## src/rtl/seg_scan_driver.sv

```systemverilog
// Four-digit multiplexed 7-segment scan driver with per-digit decimal point and blink.
// Latency: shadow registers update on the load edge; new values appear within one scan (4 slots).
// Backpressure: none; load is a single-cycle strobe that is accepted on every edge.
module seg_scan_driver #(
  parameter int SCAN_DIV    = 250000,
  parameter int BLINK_TICKS = 200
) (
  input  logic        clk,
  input  logic        rst,
  input  logic        load,
  input  logic [15:0] data_in,
  input  logic [3:0]  dp_mask,
  input  logic [3:0]  blink_mask,
  output logic [3:0]  an,
  output logic [6:0]  seg,
  output logic        dp
);

  localparam int CW = (SCAN_DIV > 1) ? $clog2(SCAN_DIV) : 1;
  localparam int BW = (BLINK_TICKS > 1) ? $clog2(BLINK_TICKS) : 1;

  logic [CW-1:0] r_scan_cnt;
  logic [1:0]    r_digit;
  logic [BW-1:0] r_blink_cnt;
  logic          r_blink_phase;
  logic [15:0]   r_data;
  logic [3:0]    r_dp_mask;
  logic [3:0]    r_blink_mask;
  logic [3:0]    r_an;
  logic [6:0]    r_seg;
  logic          r_dp;

  logic          w_tick;
  logic          w_blink_wrap;
  logic [1:0]    w_next_digit;
  logic [3:0]    w_nibble;
  logic          w_blank;
  logic [6:0]    w_seg_dec;
  logic [3:0]    w_an_dec;

  // Segment patterns {g,f,e,d,c,b,a}, active-low.
  function automatic logic [6:0] hex_to_seg(input logic [3:0] nib);
    logic [6:0] s;
    case (nib)
      4'h0:    s = 7'b1000000;
      4'h1:    s = 7'b1111001;
      4'h2:    s = 7'b0100100;
      4'h3:    s = 7'b0110000;
      4'h4:    s = 7'b0011001;
      4'h5:    s = 7'b0010010;
      4'h6:    s = 7'b0000010;
      4'h7:    s = 7'b1111000;
      4'h8:    s = 7'b0000000;
      4'h9:    s = 7'b0010000;
      4'hA:    s = 7'b0001000;
      4'hB:    s = 7'b0000011;
      4'hC:    s = 7'b1000110;
      4'hD:    s = 7'b0100001;
      4'hE:    s = 7'b0000110;
      default: s = 7'b0001110;
    endcase
    return s;
  endfunction

  // Slot tick, blink wrap and the decoded contents of the slot about to be shown.
  always_comb begin
    w_tick       = (r_scan_cnt == CW'(SCAN_DIV - 1));
    w_blink_wrap = (r_blink_cnt == BW'(BLINK_TICKS - 1));
    w_next_digit = r_digit + 2'd1;
    w_nibble     = r_data[{w_next_digit, 2'b00} +: 4];
    w_blank      = r_blink_phase & r_blink_mask[w_next_digit];
    w_seg_dec    = hex_to_seg(w_nibble);
    w_an_dec     = ~(4'b0001 << w_next_digit);
  end

  // Free-running slot counter; wraps on the tick cycle.
  always_ff @(posedge clk or posedge rst) begin
    if (rst) begin
      r_scan_cnt <= '0;
    end else if (w_tick) begin
      r_scan_cnt <= '0;
    end else begin
      r_scan_cnt <= r_scan_cnt + CW'(1);
    end
  end

  // Digit index starts at 3 so the first tick after reset lands on digit 0.
  always_ff @(posedge clk or posedge rst) begin
    if (rst) begin
      r_digit <= 2'd3;
    end else if (w_tick) begin
      r_digit <= w_next_digit;
    end
  end

  // Blink counter counts slot ticks; phase flips each time it wraps.
  always_ff @(posedge clk or posedge rst) begin
    if (rst) begin
      r_blink_cnt   <= '0;
      r_blink_phase <= 1'b0;
    end else if (w_tick) begin
      if (w_blink_wrap) begin
        r_blink_cnt   <= '0;
        r_blink_phase <= ~r_blink_phase;
      end else begin
        r_blink_cnt <= r_blink_cnt + BW'(1);
      end
    end
  end

  // Shadow registers; the display only ever reads these, never the live inputs.
  always_ff @(posedge clk or posedge rst) begin
    if (rst) begin
      r_data       <= '0;
      r_dp_mask    <= '0;
      r_blink_mask <= '0;
    end else if (load) begin
      r_data       <= data_in;
      r_dp_mask    <= dp_mask;
      r_blink_mask <= blink_mask;
    end
  end

  // Output registers change only on a tick edge, using pre-edge shadow values.
  always_ff @(posedge clk or posedge rst) begin
    if (rst) begin
      r_an  <= 4'b1111;
      r_seg <= 7'b1111111;
      r_dp  <= 1'b1;
    end else if (w_tick) begin
      if (w_blank) begin
        r_an  <= 4'b1111;
        r_seg <= 7'b1111111;
        r_dp  <= 1'b1;
      end else begin
        r_an  <= w_an_dec;
        r_seg <= w_seg_dec;
        r_dp  <= ~r_dp_mask[w_next_digit];
      end
    end
  end

  assign an  = r_an;
  assign seg = r_seg;
  assign dp  = r_dp;

endmodule

```

## config.mk

```make
export PLATFORM = sky130hd
export DESIGN_NAME = seg_scan_driver
export DESIGN_NICKNAME = d
export VERILOG_FILES = /design/src/rtl/seg_scan_driver.sv
export SDC_FILE = /design/constraint.sdc
export NUM_CORES = 1
export LEC_CHECK = 0
export CAP_MARGIN = 20
export CORE_MARGIN = 2
export CORE_UTILIZATION = 50
export CTS_CLUSTER_DIAMETER = 150
export CTS_CLUSTER_SIZE = 25
export DETAILED_ROUTE_END_ITERATION = 7
export HOLD_SLACK_MARGIN = 0.03
export PLACE_DENSITY = 0.73
export SYNTH_ARGS = -nofsm -noshare
export SYNTH_HDL_FRONTEND = slang
export SYNTH_SLANG_ARGS = --single-unit
```

## constraint.sdc

```tcl
create_clock -name clk -period 4.3 [get_ports clk]
set_input_delay 0.645 -clock clk [delete_from_list [all_inputs] [get_ports clk]]
set_output_delay 0.645 -clock clk [all_outputs]
set_load 0.01 [all_outputs]
```

## Word-level counts from Yosys, hierarchy flattened

Memories as Yosys holds them, arrays and structs flattened.
Cells that the tools add are included.

| word-level totals | value |
|---|---|
| flip-flop bits (word level) | 65 |
| latch bits | 0 |
| memory bits (writable) | 0 |
| bits in read-only memories | 112 |
| input port bits | 27 |
| output and inout bits | 12 |
| word-level logic and storage cells | 33 |
| memories | 1 |

Memory list:

| memory | depth | bits a word | rd ports | clocked after Yosys merged registers in | wr ports | line | text |
|---|---|---|---|---|---|---|---|
| (name not given) | 16 | 7 | 1 | 0 | 0 | 44 | `case (nib)` |

| operators by class | value |
|---|---|
| add/subtract/negate cells | 3 |
| multipliers | 0 |
| divide/modulo/power cells | 0 |
| $lt $le $gt $ge | 1 |
| eq/ne operators | 2 |
| shifts and indexed selects | 2 |
| muxes and demuxes | 9 |
| bitwise gates (word level) | 4 |
| reductions and logical operators | 1 |

Operators with widths:

| kind | number |
|---|---|
| $add 18x1->18 const B | 1 |
| $eq 18x18->1 const B | 1 |
| $mux 18 | 1 |
| $shiftx 16x5->4 | 1 |
| $add 8x1->8 const B | 1 |
| $eq 8x8->1 const B | 1 |
| $mux 8 | 1 |
| $mux 7 | 1 |
| $bmux 1 s2 | 2 |
| $mux 4 | 1 |
| $not 4->4 | 1 |
| $shl 1x2->4 const A | 1 |
| $lt 2x3->1 const B | 1 |
| $mux 1 | 3 |
| $add 2x1->2 const B | 1 |
| $not 1->1 | 2 |
| $reduce_and 2->1 | 1 |
| $and 1x1->1 | 1 |

## Depth between registers and ports, before layout

Gate-level depths: netlist (run 1).

| logic depth | value |
|---|---|
| depth after elaboration | 5 |
| gate-level depth with buffers | 10 |
| gate-level depth less buffers | 8 |

## Least setup slack after synthesis (run 1)

OpenSTA, ideal clock, no wires.

| path | value |
|---|---|
| path type | reg-to-reg |
| from | register r_digit[0] |
| to | register r_seg[1] (netlist: seg[1]) |
| library setup time | 0.083 ns |
| data arrival time | 2.627 ns |
| required time | 4.217 ns |
| setup slack | 1.590 ns |
| cell stages (with the launch flop) | 11 |
| path buffers | 2 |
| period minus slack after synthesis | 2.710 ns |
| cell sequence | dfstp_2 > buf_2 > inv_1 > ha_1 > buf_1 > mux4_2 > inv_1 > ha_1 > o21ai_0 > a21oi_1 > o32a_1 |

| on the way | value |
|---|---|
| cells in the longest elaborated chain, start to end | 5 |
| elaborated cells on any way between the ends | 7 |
| those cells by class | add/sub (1); shift (1); mux (3); bitwise (1); memory (1) |

Ends and longest elaborated chain:

| item | line | text |
|---|---|---|
| start, declared | 23 | `logic [1:0] r_digit;` |
| start signal, assigned | 92 | `r_digit <= w_next_digit;` |
| $add 2x1->2 * | 69 | `w_next_digit = r_digit + 2'd1;` |
| via w_next_digit[0] | 35 | `logic [1:0] w_next_digit;` |
| parallel branches: the longest is 3 deep, another holds $mem_v2 16x7 | n/a |  |
| $mux 7 * | 131 | `if (w_blank) begin` |
| end signal, assigned | 137 | `r_seg <= w_seg_dec;` |
| end, declared | 30 | `logic [6:0] r_seg;` |

Mark *: on every way through the listed nets, which the timed path passes. The select of a mux whose other input is x is not followed.
A chain may end at the register's enable or synchronous reset.

## Worst setup path in the final report (run 1)

Ends and elaborated chain as after synthesis.

==> results of run 1 <==
-- per-layer routing --
layer	vias to the layer above	wire [um]	global-route usage, %	share of wire, %
li1	1029	-	-	-
met1	1085	3020	27.71	50
met2	42	2705	26.33	45
met3	12	213	4.523	3.5
met4	0	119	7.478	2.0
met5	-	0	0	0
-- metrics by stage --
step                total power (W)  setup WS [ns]  util (%)
floorplan                 0.0007256          1.590         -
global placement          0.0007670          1.643     57.80
detailed placement        0.0007693          1.514     57.80
CTS                        0.001302          1.484     61.07
global route               0.001344          1.313     61.07
finish                     0.001292          1.509     61.07
-- cells in the final DEF (no fill, tap or decap), drive strengths merged, types with 2 or more instances in the layout --
cell type / instances
a21oi: 10
a2bb2oi: 6
a31oi: 2
a41oi: 2
and2: 6
and3: 6
and4: 2
clkbuf: 11
clkdlybuf4s50: 38
clkinv: 4
dfrtp: 51
dfstp: 14
ha: 12
inv: 9
mux2: 28
mux4: 6
nand2: 12
nand3: 11
nand4: 5
nor2: 12
nor3: 6
nor4b: 2
o21ai: 9
o31ai: 2
o32a: 3
or2: 2
or3: 3
or4: 2
xnor2: 8
xor2: 8
-- report_power, final --
part	total (W)	internal, W	leakage [nW]	switching, W
clock	0.000533	0.000297	0.109	0.000236
sequential	0.000648	0.000635	0.788	0.0000139
combinational	0.000110	0.0000621	0.723	0.0000482
total	0.00129	0.000994	1.62	0.000298
-- layout make-up --
cell class	count	area [um2]
Fill cell	493	2444
Sequential cell	65	1644
Multi-Input combinational cell	176	1466
Timing Repair Buffer	39	387.9
Clock buffer	11	151.4
Tap cell	77	96.34
Clock inverter	5	53.80
Inverter	9	33.78
-- flip-flops by register name, indices dropped and copies added, names as in the netlist, 2 cells and up --
name / flops
r_blink_mask: 4
r_digit: 2
an: 4
r_dp_mask: 4
r_data: 16
r_blink_cnt: 8
r_scan_cnt: 18
seg: 7
-- worst paths after layout --
| kind | startpoint | end | slack (ns) | depth (start not counted) |
|---|---|---|---|---|
| max | r_digit[0] | seg[1] | 1.51 | 8 |
| min | r_scan_cnt[0] | r_scan_cnt[0] | 0.46 | 1 |
| max reg2reg | r_digit[0] | seg[1] | 1.51 | 8 |
| min reg2reg | r_scan_cnt[0] | r_scan_cnt[0] | 0.46 | 1 |
| max in group asynchronous | rst | r_scan_cnt[6] | 2.92 | 3 |
| min in group asynchronous | rst | r_scan_cnt[8] | 0.84 | 3 |
-- logic make-up after synthesis --
family / synth area share, %
muxes: 14.34
AOI/OAI and AO/OA: 8.492
and+or+nand+nor: 13.79
adders and majority gates: 4.675
DFF: 51.19
xor gates and xnor gates: 4.363
buffers and inverters: 3.155
==> metrics.txt, run 1 <==
status=completed; dpl cells=between 300 and 400; global-route wire length before repair=a little over 10 mm; drt first pass iters=5; core area=6277 um2; #FFs+latches synth=65; Max Slew Vio Count=0; post-place instance area=~3600 um2; CTS root buf=clkbuf_8; max_cap viols=0; ys async rst share=between 90% and 100%; Layout area overhead=19.36%; hold_ws=0.4615 ns; post-detailed-placement half-perimeter wirelength=~4.2 mm; hold_buf cts=0; Max stage delay on crit path=a little under 0.7 ns; clock latency on the worst-skew pair=0.34 ns; routed len/inst=around 16 um; number of vias in the routed layout=around 2200; RSZ-0062 raised after global routing=false; drt initial violations=89; Final Hold Fails=0; Final period util=between 60 and 70%; CP delay by family, top=adder cells; # nets final=339; H-tree depth=3; Syn. warnings=0; largest net degree at the start of global routing=66; setup bufs post-CTS=0; Buf+Inv Stages, Crit Path=2; # clock sinks=65; combined area of all synthesized cells=3212 um2; # rows=29; Post-CTS Resized=0; Yosys top cell by area=dfrtp_1; die area=approximately 7100 um2; Slew HR=between 20% and 30%; Synth cell types=between 40 and 50; Slowest-stage cell, CP=dfstp_2; Worst-Margin Slew=1.087 ns; GP Congestion=0.8057; fin crit period=roughly 2.8 ns; Top FF cell, synth=dfrtp_1; I/O Pins=39; CP Capture Type=register; clock slew at reported path FFs=approximately 0.07 ns; Fmax=approximately 0.36 GHz; post-route cell area=roughly 3800 um2; Fin Clk Skew=between 0.006 and 0.007 ns; Worst EP arrival=~3.1 ns; vias in the first global route=slightly above 2000; sequential share of the synthesized area=51.19%; Area contributors post-synth=dfrtp_1, dfstp_2, mux2_2; Non-Filler Instances=~380; Port-buffer cells=38; CP Cell Sequence=inv_1 -> ha_1 -> mux4_2 -> inv_1 -> ha_1 -> o21ai_0 -> a21oi_1 -> o32a_1; Synth top cells by count=dfrtp_1, mux2_2, dfstp_2, ha_1, nand2_1; DRC=0; static leakage=1.620 nW; TritonCTS Buffers=9; Setup violations, final=0; top-area cell type share of the netlist area=around two fifths; Starting Density=between 50% and 60%; share of cells above drive strength 1=23.93%; clock buffer depth=2; # diodes=0; pwr dens=approximately 340 nW/um2; initial antenna violation count=0; Antenna Nets Post-Route=0; most common cell in the netlist=dfrtp_1; post-DR vias/cell=5.675; Tightest Hold Check Type=register to register; type of origin of the critical path=register; setup TNS=0 ns; CP max FO=9; WL final=about 6.1 mm; CP Class=register to register; Die W=~84 um; Post-synth EDFFs=0; Chip Height=around 84 um; Net Count, Synth=about 300; grt ovf=0; Max rail drop VDD=between 150 and 200 uV; CTS tree=yes; Mapped Cells=262; Global Route Usage Sum=between 10% and 20%; CP required=around 4.6 ns; average size of a mapped cell=~12 um2
No activity file was read; power rests on OpenSTA's default activity.
==> inputs of run 2 (changes only) <==
==> constraint.sdc (replaced) <==
create_clock -name clk -period 2.7 [get_ports clk]
set_input_delay 0.405 -clock clk [delete_from_list [all_inputs] [get_ports clk]]
set_output_delay 0.405 -clock clk [all_outputs]
set_load 0.01 [all_outputs]
==> metrics.txt, run 2 (synthesis results as in run 1) <==
status=completed (unchanged); # nets final=345 (was 339); post-detailed-placement half-perimeter wirelength=4.248 mm (was 4.155 mm); setup bufs post-CTS=0 (unchanged); CP delay by family, top=adder cells (unchanged); I/O Pins=39 (unchanged); pwr dens=529.1 nW/um2 (was 337.0 nW/um2); largest net degree at the start of global routing=26 (was 66); H-tree depth=3 (unchanged); Post-CTS Resized=0 (unchanged); max_cap viols=0 (unchanged); GP Congestion=0.8348 (was 0.8057); Die W=84.15 um (unchanged); Top Registers=r_scan_cnt x18, r_data x16, r_blink_cnt x8 (unchanged); Worst Reg-to-Reg Cells=8 (unchanged); DRC=0 (unchanged); reg2reg end=seg[1] (unchanged); post-DR vias/cell=5.606 (was 5.675); Max stage delay on crit path=0.55 ns (was 0.69 ns); # clock sinks=65 (unchanged); Largest Register=r_scan_cnt (unchanged); CP Class=register to register (unchanged); CTS root buf=clkbuf_8 (unchanged); leading cell types in the layout, fill and taps excluded=dfrtp_1, clkdlybuf4s50_1, mux2_2 (unchanged); worst setup path start=r_digit[1] (was r_digit[0]); core area=6277 um2 (unchanged); Buf+Inv Stages, Crit Path=2 (unchanged); Slew HR=65.23% (was 27.29%); clock latency on the worst-skew pair=0.34 ns (about the same); Slowest-stage cell, CP=dfstp_2 (unchanged); vias in the first global route=2229 (was 2071); post-route cell area=3872 um2 (was 3834 um2); Tightest Hold Check Type=input pin to asynchronous set/reset pin (was register to register); type of origin of the critical path=register (unchanged); drt first pass iters=4 (was 5); global-route wire length before repair=10.65 mm (was 10.30 mm); CP max FO=6 (was 9); commonest non-fill, non-tap cell in the layout=dfrtp_1 (unchanged); clock buffer depth=2 (unchanged); WL final=6.101 mm (was 6.058 mm); Starting Density=51.17% (unchanged); number of vias in the routed layout=2175 (was 2168); Largest register FFs=18 (unchanged); Max Slew Vio Count=0 (unchanged); reg2reg setup slack=0.28 ns (was 1.51 ns); Antenna Nets Post-Route=0 (unchanged); clock slew at reported path FFs=0.07 ns (about the same); RSZ-0062 raised after global routing=false (unchanged); Port-buffer cells=38 (unchanged); CP required=2.97 ns (was 4.57 ns); static leakage=1.646 nW (was 1.620 nW); Worst-Margin Slew=0.5208 ns (was 1.087 ns); r2r startpoint=r_digit[1] (was r_digit[0]); Global Route Usage Sum=18.98% (was 18.62%); Fin Clk Skew=0.008408 ns (was 0.006745 ns); routed len/inst=15.72 um (was 15.86 um); initial antenna violation count=0 (unchanged); post-place instance area=3674 um2 (was 3628 um2); Fmax=0.4126 GHz (was 0.3583 GHz); fin crit period=2.423 ns (was 2.791 ns); share of cells above drive strength 1=24.76% (was 23.93%); Setup violations, final=0 (unchanged); grt ovf=0 (unchanged); Final Hold Fails=0 (unchanged); die area=7080 um2 (unchanged); setup TNS=0 ns (unchanged); # diodes=0 (unchanged); drt initial violations=132 (was 89); hold_ws=0.4289 ns (was 0.4615 ns); Chip Height=84.15 um (unchanged); hold_buf cts=0 (unchanged); CTS tree=yes (unchanged); CP Cell Sequence=inv_1 -> ha_1 -> mux4_2 -> inv_1 -> ha_1 -> o21ai_0 -> a21oi_1 -> o32a_1 (unchanged); Max rail drop VDD=356.0 uV (was 186.7 uV); # rows=29 (unchanged); Layout area overhead=20.57% (was 19.36%); Final period util=89.76% (was 64.91%); CP Capture Type=register (unchanged); Worst EP arrival=2.69 ns (was 3.06 ns); TritonCTS Buffers=9 (unchanged)
run 2: changes by cell type in the layout (fill, tap and decap cells not counted), sizes merged:
cell	before	now
buf	1	7
clkbuf	11	13
clkinv	4	2
run 2: per-layer routing:
metal / GRT usage (%) / share of wire, % / wire, um / vias to the layer above
met1: 26.58 / 49 / 2967 / 1069
met5: 0 / 0 / 0 / -
met4: 8.798 / 2.0 / 119 / 0
li1: - / - / - / 1046
met3: 3.540 / 3.3 / 199 / 11
met2: 28.86 / 46 / 2815 / 49
run 2: worst max path at each step:
| stage | end | slack [ns] | depth (start not counted) |
|---|---|---|---|
| 5_1_grt | seg[1] | 0.09 | 8 |
| 6_report | seg[1] | 0.28 | 8 |
| 3_3_place_gp | seg[1] | 0.36 | 8 |
| 3_5_place_dp | seg[1] | 0.29 | 8 |
| 2_1_floorplan | seg[1] | 0.11 | 10 |
| 4_1_cts | seg[1] | 0.27 | 8 |
run 2: final cells by class:
cell class / instances / area [um2]
multi-input cells: 176 / 1466
repair buffers: 45 / 432.9
inverters: 9 / 33.78
clock buffers: 13 / 158.9
well taps: 77 / 96.34
clock inverters: 3 / 40.04
flip-flops and latches: 65 / 1644
fillers: 520 / 2405
run 2: worst reg2reg max path: stages (launching register included):
cell and delay [ns]:
dfstp_2 0.55, inv_1 0.07, ha_1 0.38, mux4_2 0.40, inv_1 0.15, ha_1 0.25, o21ai_0 0.16, a21oi_1 0.06
o32a_1 0.33
run 2: power by group:
| part | switching (W) | internal (W) |
|---|---|---|
| Sequential | 0.0000211 | 0.00101 |
| Clock | 0.000366 | 0.000475 |
| Combinational | 0.0000762 | 0.0000999 |
| Total | 0.000463 | 0.00159 |
run 2: metrics by stage:
step	cells	power, W	utilization [%]	worst slack, ns
finish	388	0.002049	61.69	0.2765
global route	388	0.002124	61.69	0.08869
CTS	388	0.002067	61.69	0.2678
detailed placement	372	0.001226	58.52	0.2904
global placement	372	0.001222	58.52	0.3615
floorplan	262	0.001156	-	0.1088
